File: src/rtl/ssp_tx_pkg.sv
// Shared types and defaults for the SSP frame transmitter.
//   state_t         : transmitter FSM state encoding
//   DATA_W          : transmitted word width (bits)
//   CLK_DIV_DEF     : default serial half-period in clk cycles
//   FIFO_DEPTH_DEF  : default transmit FIFO depth (words)
package ssp_tx_pkg;

  typedef enum logic [1:0] {
    IDLE  = 2'd0,
    SYNC  = 2'd1,
    SHIFT = 2'd2
  } state_t;

  localparam int unsigned DATA_W         = 8;
  localparam int unsigned CLK_DIV_DEF    = 4;
  localparam int unsigned FIFO_DEPTH_DEF = 4;

endpackage

File: src/rtl/ssp_tx_fifo.sv
// Synchronous transmit FIFO with registered status flags.
//   clk, rst  : clock, synchronous active-high reset (flushes contents)
//   wr_data   : word to store; push stores it when space exists or a pop
//               happens at the same edge
//   pop       : remove head word (ignored when empty)
//   rd_data   : current head word (valid while not empty)
//   full, empty, txintr : flags for the count after this edge's push/pop
//   ovf       : one-cycle pulse when a push was dropped
module ssp_tx_fifo #(
  parameter int unsigned DEPTH = 4,
  parameter int unsigned DW    = 8
) (
  input  logic          clk,
  input  logic          rst,
  input  logic [DW-1:0] wr_data,
  input  logic          push,
  input  logic          pop,
  output logic [DW-1:0] rd_data,
  output logic          full,
  output logic          empty,
  output logic          txintr,
  output logic          ovf
);

  localparam int unsigned AW = $clog2(DEPTH);
  localparam logic [AW:0] FULL_CNT = (AW+1)'(DEPTH);
  localparam logic [AW:0] HALF_CNT = (AW+1)'(DEPTH / 2);

  logic [DW-1:0] mem [DEPTH];
  logic [AW-1:0] wr_ptr;
  logic [AW-1:0] rd_ptr;
  logic [AW:0]   count;
  logic [AW:0]   count_n;
  logic          do_push;
  logic          do_pop;

  assign do_pop  = pop && (count != '0);
  // A push into a full FIFO still succeeds when the head leaves at the same edge.
  assign do_push = push && ((count != FULL_CNT) || do_pop);
  assign rd_data = mem[rd_ptr];

  always_comb begin
    count_n = count;
    case ({do_push, do_pop})
      2'b10:   count_n = count + 1'b1;
      2'b01:   count_n = count - 1'b1;
      default: count_n = count;
    endcase
  end

  always_ff @(posedge clk) begin
    if (do_push) begin
      mem[wr_ptr] <= wr_data;
    end
  end

  always_ff @(posedge clk) begin
    if (rst) begin
      wr_ptr <= '0;
      rd_ptr <= '0;
      count  <= '0;
      full   <= 1'b0;
      empty  <= 1'b1;
      txintr <= 1'b1;
      ovf    <= 1'b0;
    end else begin
      if (do_push) wr_ptr <= wr_ptr + 1'b1;
      if (do_pop)  rd_ptr <= rd_ptr + 1'b1;
      count  <= count_n;
      full   <= (count_n == FULL_CNT);
      empty  <= (count_n == '0);
      txintr <= (count_n <= HALF_CNT);
      ovf    <= push && !do_push;
    end
  end

endmodule

File: src/rtl/ssp_frame_tx.sv
// SSP (TI synchronous serial format) frame transmitter.
//   clk_i, rst_i : clock, synchronous active-high reset
//   dat_i, we_i  : word to queue and its write strobe
//   full_o, empty_o, txintr_o, ovf_o : FIFO status / dropped-write pulse
//   busy_o       : frame in progress
//   sspclk_o, sspfss_o, ssptxd_o, sspoe_b_o : serial port pins
// Each frame is one SYNC bit period (frame sync high) followed by eight
// data bit periods, MSB first. A bit period is CLK_DIV cycles of sspclk
// high then CLK_DIV cycles low; data changes only at the rising edge.
module ssp_frame_tx
  import ssp_tx_pkg::*;
#(
  parameter int unsigned CLK_DIV    = CLK_DIV_DEF,
  parameter int unsigned FIFO_DEPTH = FIFO_DEPTH_DEF
) (
  input  logic              clk_i,
  input  logic              rst_i,
  input  logic [DATA_W-1:0] dat_i,
  input  logic              we_i,
  output logic              full_o,
  output logic              empty_o,
  output logic              ovf_o,
  output logic              txintr_o,
  output logic              busy_o,
  output logic              sspclk_o,
  output logic              sspfss_o,
  output logic              ssptxd_o,
  output logic              sspoe_b_o
);

  localparam int unsigned   DIVW    = $clog2(2 * CLK_DIV);
  localparam logic [DIVW-1:0] DIV_MAX = DIVW'(2 * CLK_DIV - 1);
  localparam logic [DIVW-1:0] DIV_HALF = DIVW'(CLK_DIV);

  state_t            state, state_n;
  logic [DIVW-1:0]   div_cnt, div_n;
  logic [2:0]        bit_cnt, bit_n;
  logic [DATA_W-1:0] sh_q, sh_n;
  logic              txd_n, fss_n;
  logic              pop;
  logic              period_end;
  logic [DATA_W-1:0] head;

  ssp_tx_fifo #(
    .DEPTH (FIFO_DEPTH),
    .DW    (DATA_W)
  ) u_fifo (
    .clk     (clk_i),
    .rst     (rst_i),
    .wr_data (dat_i),
    .push    (we_i),
    .pop     (pop),
    .rd_data (head),
    .full    (full_o),
    .empty   (empty_o),
    .txintr  (txintr_o),
    .ovf     (ovf_o)
  );

  assign period_end = (div_cnt == DIV_MAX);

  always_comb begin
    state_n = state;
    div_n   = div_cnt;
    bit_n   = bit_cnt;
    sh_n    = sh_q;
    txd_n   = ssptxd_o;
    fss_n   = sspfss_o;
    pop     = 1'b0;
    case (state)
      IDLE: begin
        div_n = '0;
        bit_n = '0;
        fss_n = 1'b0;
        txd_n = 1'b0;
        // empty_o is registered, so a word written at this same edge is
        // only seen (and popped) at the next one.
        if (!empty_o) begin
          pop     = 1'b1;
          sh_n    = head;
          state_n = SYNC;
          fss_n   = 1'b1;
        end
      end
      SYNC: begin
        div_n = period_end ? '0 : div_cnt + 1'b1;
        if (period_end) begin
          state_n = SHIFT;
          bit_n   = 3'd7;
          fss_n   = 1'b0;
          txd_n   = sh_q[DATA_W-1];
          sh_n    = {sh_q[DATA_W-2:0], 1'b0};
        end
      end
      SHIFT: begin
        div_n = period_end ? '0 : div_cnt + 1'b1;
        if (period_end) begin
          if (bit_cnt == 3'd0) begin
            if (!empty_o) begin
              pop     = 1'b1;
              sh_n    = head;
              state_n = SYNC;
              fss_n   = 1'b1;
              txd_n   = 1'b0;
            end else begin
              state_n = IDLE;
              fss_n   = 1'b0;
              txd_n   = 1'b0;
            end
          end else begin
            bit_n = bit_cnt - 3'd1;
            txd_n = sh_q[DATA_W-1];
            sh_n  = {sh_q[DATA_W-2:0], 1'b0};
          end
        end
      end
      default: begin
        state_n = IDLE;
        div_n   = '0;
      end
    endcase
  end

  // Pin outputs are registered from next-state values so they line up with
  // the state they describe.
  always_ff @(posedge clk_i) begin
    if (rst_i) begin
      state     <= IDLE;
      div_cnt   <= '0;
      bit_cnt   <= '0;
      sh_q      <= '0;
      sspclk_o  <= 1'b0;
      sspfss_o  <= 1'b0;
      ssptxd_o  <= 1'b0;
      sspoe_b_o <= 1'b1;
      busy_o    <= 1'b0;
    end else begin
      state     <= state_n;
      div_cnt   <= (state_n == IDLE) ? '0 : div_n;
      bit_cnt   <= bit_n;
      sh_q      <= sh_n;
      sspclk_o  <= (state_n != IDLE) && (div_n < DIV_HALF);
      sspfss_o  <= fss_n;
      ssptxd_o  <= txd_n;
      sspoe_b_o <= (state_n == IDLE);
      busy_o    <= (state_n != IDLE);
    end
  end

endmodule

File: config.mk
export PLATFORM = sky130hd
export DESIGN_NAME = ssp_frame_tx
export DESIGN_NICKNAME = d
export VERILOG_FILES = /design/src/rtl/ssp_tx_pkg.sv /design/src/rtl/ssp_tx_fifo.sv /design/src/rtl/ssp_frame_tx.sv
export SDC_FILE = /design/constraint.sdc
export NUM_CORES = 1
export LEC_CHECK = 0
export CAP_MARGIN = 10
export CELL_PAD_IN_SITES_DETAIL_PLACEMENT = 0
export CELL_PAD_IN_SITES_GLOBAL_PLACEMENT = 2
export CORE_UTILIZATION = 40
export DETAILED_ROUTE_END_ITERATION = 16
export HOLD_SLACK_MARGIN = 0.03
export PLACE_DENSITY = 0.84
export SLEW_MARGIN = 20
export SYNTH_ARGS = -nofsm -noshare
export SYNTH_HDL_FRONTEND = slang
export SYNTH_HIERARCHICAL = 1
export SYNTH_SLANG_ARGS = --single-unit
File: constraint.sdc
create_clock -name clk_i -period 2.8 [get_ports clk_i]
set_input_delay 0.7 -clock clk_i [delete_from_list [all_inputs] [get_ports clk_i]]
set_output_delay 0.7 -clock clk_i [all_outputs]
set_load 0.02 [all_outputs]
==> impl_metrics.env, run 1 <==
export IMPL_status="finished, final reports clean"
export IMPL_power_density_nw_per_um2=791
export IMPL_hpwl_um=3860
export IMPL_cts_max_level=3
export IMPL_r2r_end="u_fifo/full$_SDFF_PP0_"
export IMPL_tns_ns=0
export IMPL_clk_pin_slew_ns=0.08
export IMPL_final_cell_count_no_fill=398
export IMPL_fin_skew_ns=0.00707
export IMPL_area_growth_pct=15.3
export IMPL_start_util=0.411
export IMPL_critPathKind="register to register"
export IMPL_fillers=701
export IMPL_wl_met2_um=2660
export IMPL_globalplace_congestion=0.707
export IMPL_rows=32
export IMPL_drv_slew=0
export IMPL_dieHeight_um=90.9
export IMPL_cap_violations=0
export IMPL_postCtsSetupBuffers=0
export IMPL_vias=2056
export IMPL_hold_end="ssptxd_o$_SDFFE_PP0P_"
export IMPL_antenna_found_initial=0
export IMPL_holdPathStages=2
export IMPL_cts_tree="yes"
export IMPL_synth_top_area_share=0.304
export IMPL_via_per_inst=5.17
export IMPL_top_layer="met4"
export IMPL_multiInputGateArea_um2=1380
export IMPL_post_route_period_util=0.897
export IMPL_max_freq_ghz=0.398
export IMPL_io_buffers=19
export IMPL_tightest_slew_ns=0.616
export IMPL_synth_area_um2=3160
export IMPL_dp_cells=382
export IMPL_required_ns=3.08
export IMPL_grt_max_degree=22
export IMPL_drtIter0Drc=70
export IMPL_synth_seq_area_share=0.519
export IMPL_nets=316
export IMPL_startpoint_type="register"
export IMPL_synthFlopType="dfxtp_1"
export IMPL_crit_fanout=5
export IMPL_core_area_um2=7690
export IMPL_setup_viol=0
export IMPL_synth_top_area_cell="edfxtp_1"
export IMPL_rsz0062_at_grt="no"
export IMPL_critPathCaptureType="register"
export IMPL_antenna_diode_count=0
export IMPL_synth_edf_count=32
export IMPL_avgSynthCellArea_um2=11.7
export IMPL_die_area_um2=8260
export IMPL_ioPinCount=20
export IMPL_clkLatencyLatePin_ns=0.35
export IMPL_met3WireLength_um=161
export IMPL_cts_sinks=66
export IMPL_worstReg2RegStart="div_cnt[0]$_SDFF_PP0_"
export IMPL_cts_inserted_buffers=9
export IMPL_async_reset_ff_frac=0
export IMPL_critPathArrivalTime_ns=2.79
export IMPL_first_global_vias=2003
export IMPL_clock_root_buffer="clkbuf_8"
export IMPL_ys_warn_count=6
export IMPL_seqCellArea_um2=1640
export IMPL_slew_headroom=0.589
export IMPL_grt_pass1_wl_um=9730
export IMPL_worstHoldStart="ssptxd_o$_SDFFE_PP0P_"
export IMPL_track_usage=0.152
export IMPL_hold_viol_final=0
export IMPL_firstDrtPassIters=4
export IMPL_ys_ff_latch=66
export IMPL_wl_per_cell_um=14.3
export IMPL_holdBufCountCts=0
export IMPL_rrSetupSlack_ns=0.29
export IMPL_wl_met1_um=2750
export IMPL_drcViolationCount=0
export IMPL_die_w_um=90.9
export IMPL_irDropWorstVdd_v=0.000419
export IMPL_leakage_uw=0.00129
export IMPL_clockBufferDepth=2
export IMPL_netlist_cell_type_count=61
export IMPL_ff2ff_path_depth=10
export IMPL_synthTopCellsByArea="edfxtp_1 (30%), dfxtp_1 (22%), mux4_2 (5.7%), ha_1 (5.1%), nand2b_1 (2.6%)"
export IMPL_finalCriticalPeriod_ns=2.51
export IMPL_grt_overflow_total=0
export IMPL_synth_fp_nets=295
export IMPL_drive_above_1_share=0.166
export IMPL_hp_class="register to register"
export IMPL_postRouteWirelength_um=5680
export IMPL_syn_inst=270
export IMPL_final_antenna_net_count=0
-- sequential cells by signal, summed over array words and instances (netlist names), named ones only --
register,flops
u_fifo/mem,32
sh_q,8
bit_cnt,3
div_cnt,3
u_fifo/count,3
state,2
u_fifo/rd_ptr,2
u_fifo/wr_ptr,2
busy_o,1
sspclk_o,1
sspfss_o,1
sspoe_b_o,1
ssptxd_o,1
u_fifo/empty,1
u_fifo/full,1
u_fifo/ovf,1
u_fifo/txintr,1
-- area by class of cell --
cell class / count / share of cell area
multi-input cells: 176 / 0.380
clock inverters: 7 / 0.0227
inverters: 13 / 0.0134
clock buffers: 9 / 0.0340
repair buffers: 25 / 0.0645
flip-flops and latches: 66 / 0.451
well taps: 102 / 0.0350
-- worst max-delay path, cell delays in order, from the launching register on --
cell	delay [ns]
dfxtp_1	0.32
ha_1	0.22
ha_1	0.22
nand2b_1	0.08
o22ai_1	0.09
or2b_1	0.21
nor2_1	0.06
fa_1	0.44
or4_4	0.54
nand4_2	0.11
nor3b_2	0.15
-- synth_stat cells (all sizes together), types with 4 or more instances --
master and count:
and2 4, a21oi 16, nor2 20, nand2 7
ha 13, clkbuf 6, nor4 8, nand2b 13
edfxtp 32, buf 9, a221oi 8, nand3 6
inv 13, o21ai 7, dfxtp 34, or2 9
mux4 8, nor3 7
-- cells in the final DEF, fill, tap and decap left out, types with 4 or more instances in the layout --
cell             synthesis  final
a21oi_1                 16     16
a221oi_1                 7      7
and2_1                   4      4
buf_4                    1      6
clkbuf_8                 0      9
clkdlybuf4s50_1          0     19
dfxtp_1                 34     33
edfxtp_1                32     32
ha_1                    13     13
inv_1                   13     13
mux4_2                   8      8
nand2_1                  7      7
nand2b_1                13     13
nand3_1                  6      6
nor2_1                  19     19
nor3_1                   7      7
nor4_1                   8      8
o21ai_0                  6      6
or2_2                    8      8
-- repair_timing --
action | in CTS | in global routing
gates resized for setup | 0 | 1
setup endpoints to repair | 0 | 1
hold endpoints to repair | 0 | 0
-- where the power goes --
group,total (µW),internal [µW],leakage (µW),switching [µW]
Sequential,1240,1140,0.000572,106
Clock,832,426,0.0000988,406
Combinational,808,380,0.000620,428
Total,2880,1940,0.00129,940
-- through the flow --
step | setup slack [ns] | util | area (µm²) | total power [µW] | hold WS (ns)
4_1_cts | 0.198 | 0.474 | 3640 | 2920 | 0.467
3_5_place_dp | 0.109 | 0.447 | 3440 | 2080 | 0.455
6_report | 0.289 | 0.474 | 3640 | 2880 | 0.462
5_1_grt | 0.0745 | 0.474 | 3640 | 3050 | 0.515
3_3_place_gp | 0.120 | 0.447 | 3440 | 2080 | 0.443
2_1_floorplan | 0.250 | - | 3160 | 1870 | 0.456
-- metal layers --
metal  vias up  track usage
met2        24        0.234
met5         -            0
met3         8       0.0311
met4         0       0.0754
met1       986        0.205
li1       1038            -
-- cells by family after synthesis --
group	Yosys count	share of synthesized area
muxes	10	0.0633
and+or+nand+nor	95	0.176
adders and majority gates	14	0.0578
buffers and inverters	28	0.0431
xor gates and xnor gates	5	0.0162
DFF	66	0.519
AOI/OAI and AO/OA	52	0.125
-- worst max-delay path by stage --
stage / slack (ns) / from / to / depth (start not counted)
global placement: 0.12 / we_i / u_fifo/full$_SDFF_PP0_ / 7
finish: 0.29 / div_cnt[0]$_SDFF_PP0_ / u_fifo/full$_SDFF_PP0_ / 10
floorplan: 0.25 / state[0]$_SDFF_PP0_ / u_fifo/full$_SDFF_PP0_ / 10
detailed placement: 0.11 / we_i / u_fifo/full$_SDFF_PP0_ / 7
global route: 0.07 / state[0]$_SDFF_PP0_ / u_fifo/full$_SDFF_PP0_ / 10
CTS: 0.20 / state[0]$_SDFF_PP0_ / u_fifo/full$_SDFF_PP0_ / 10
Note: power is estimated with default switching activity, not from simulation.
==> run 2: changes to the inputs <==
GPL_ROUTABILITY_DRIVEN = 0   (was unset)
==> results of run 2 <==
Final layout, timing and power as in run 1 (identical DEF).
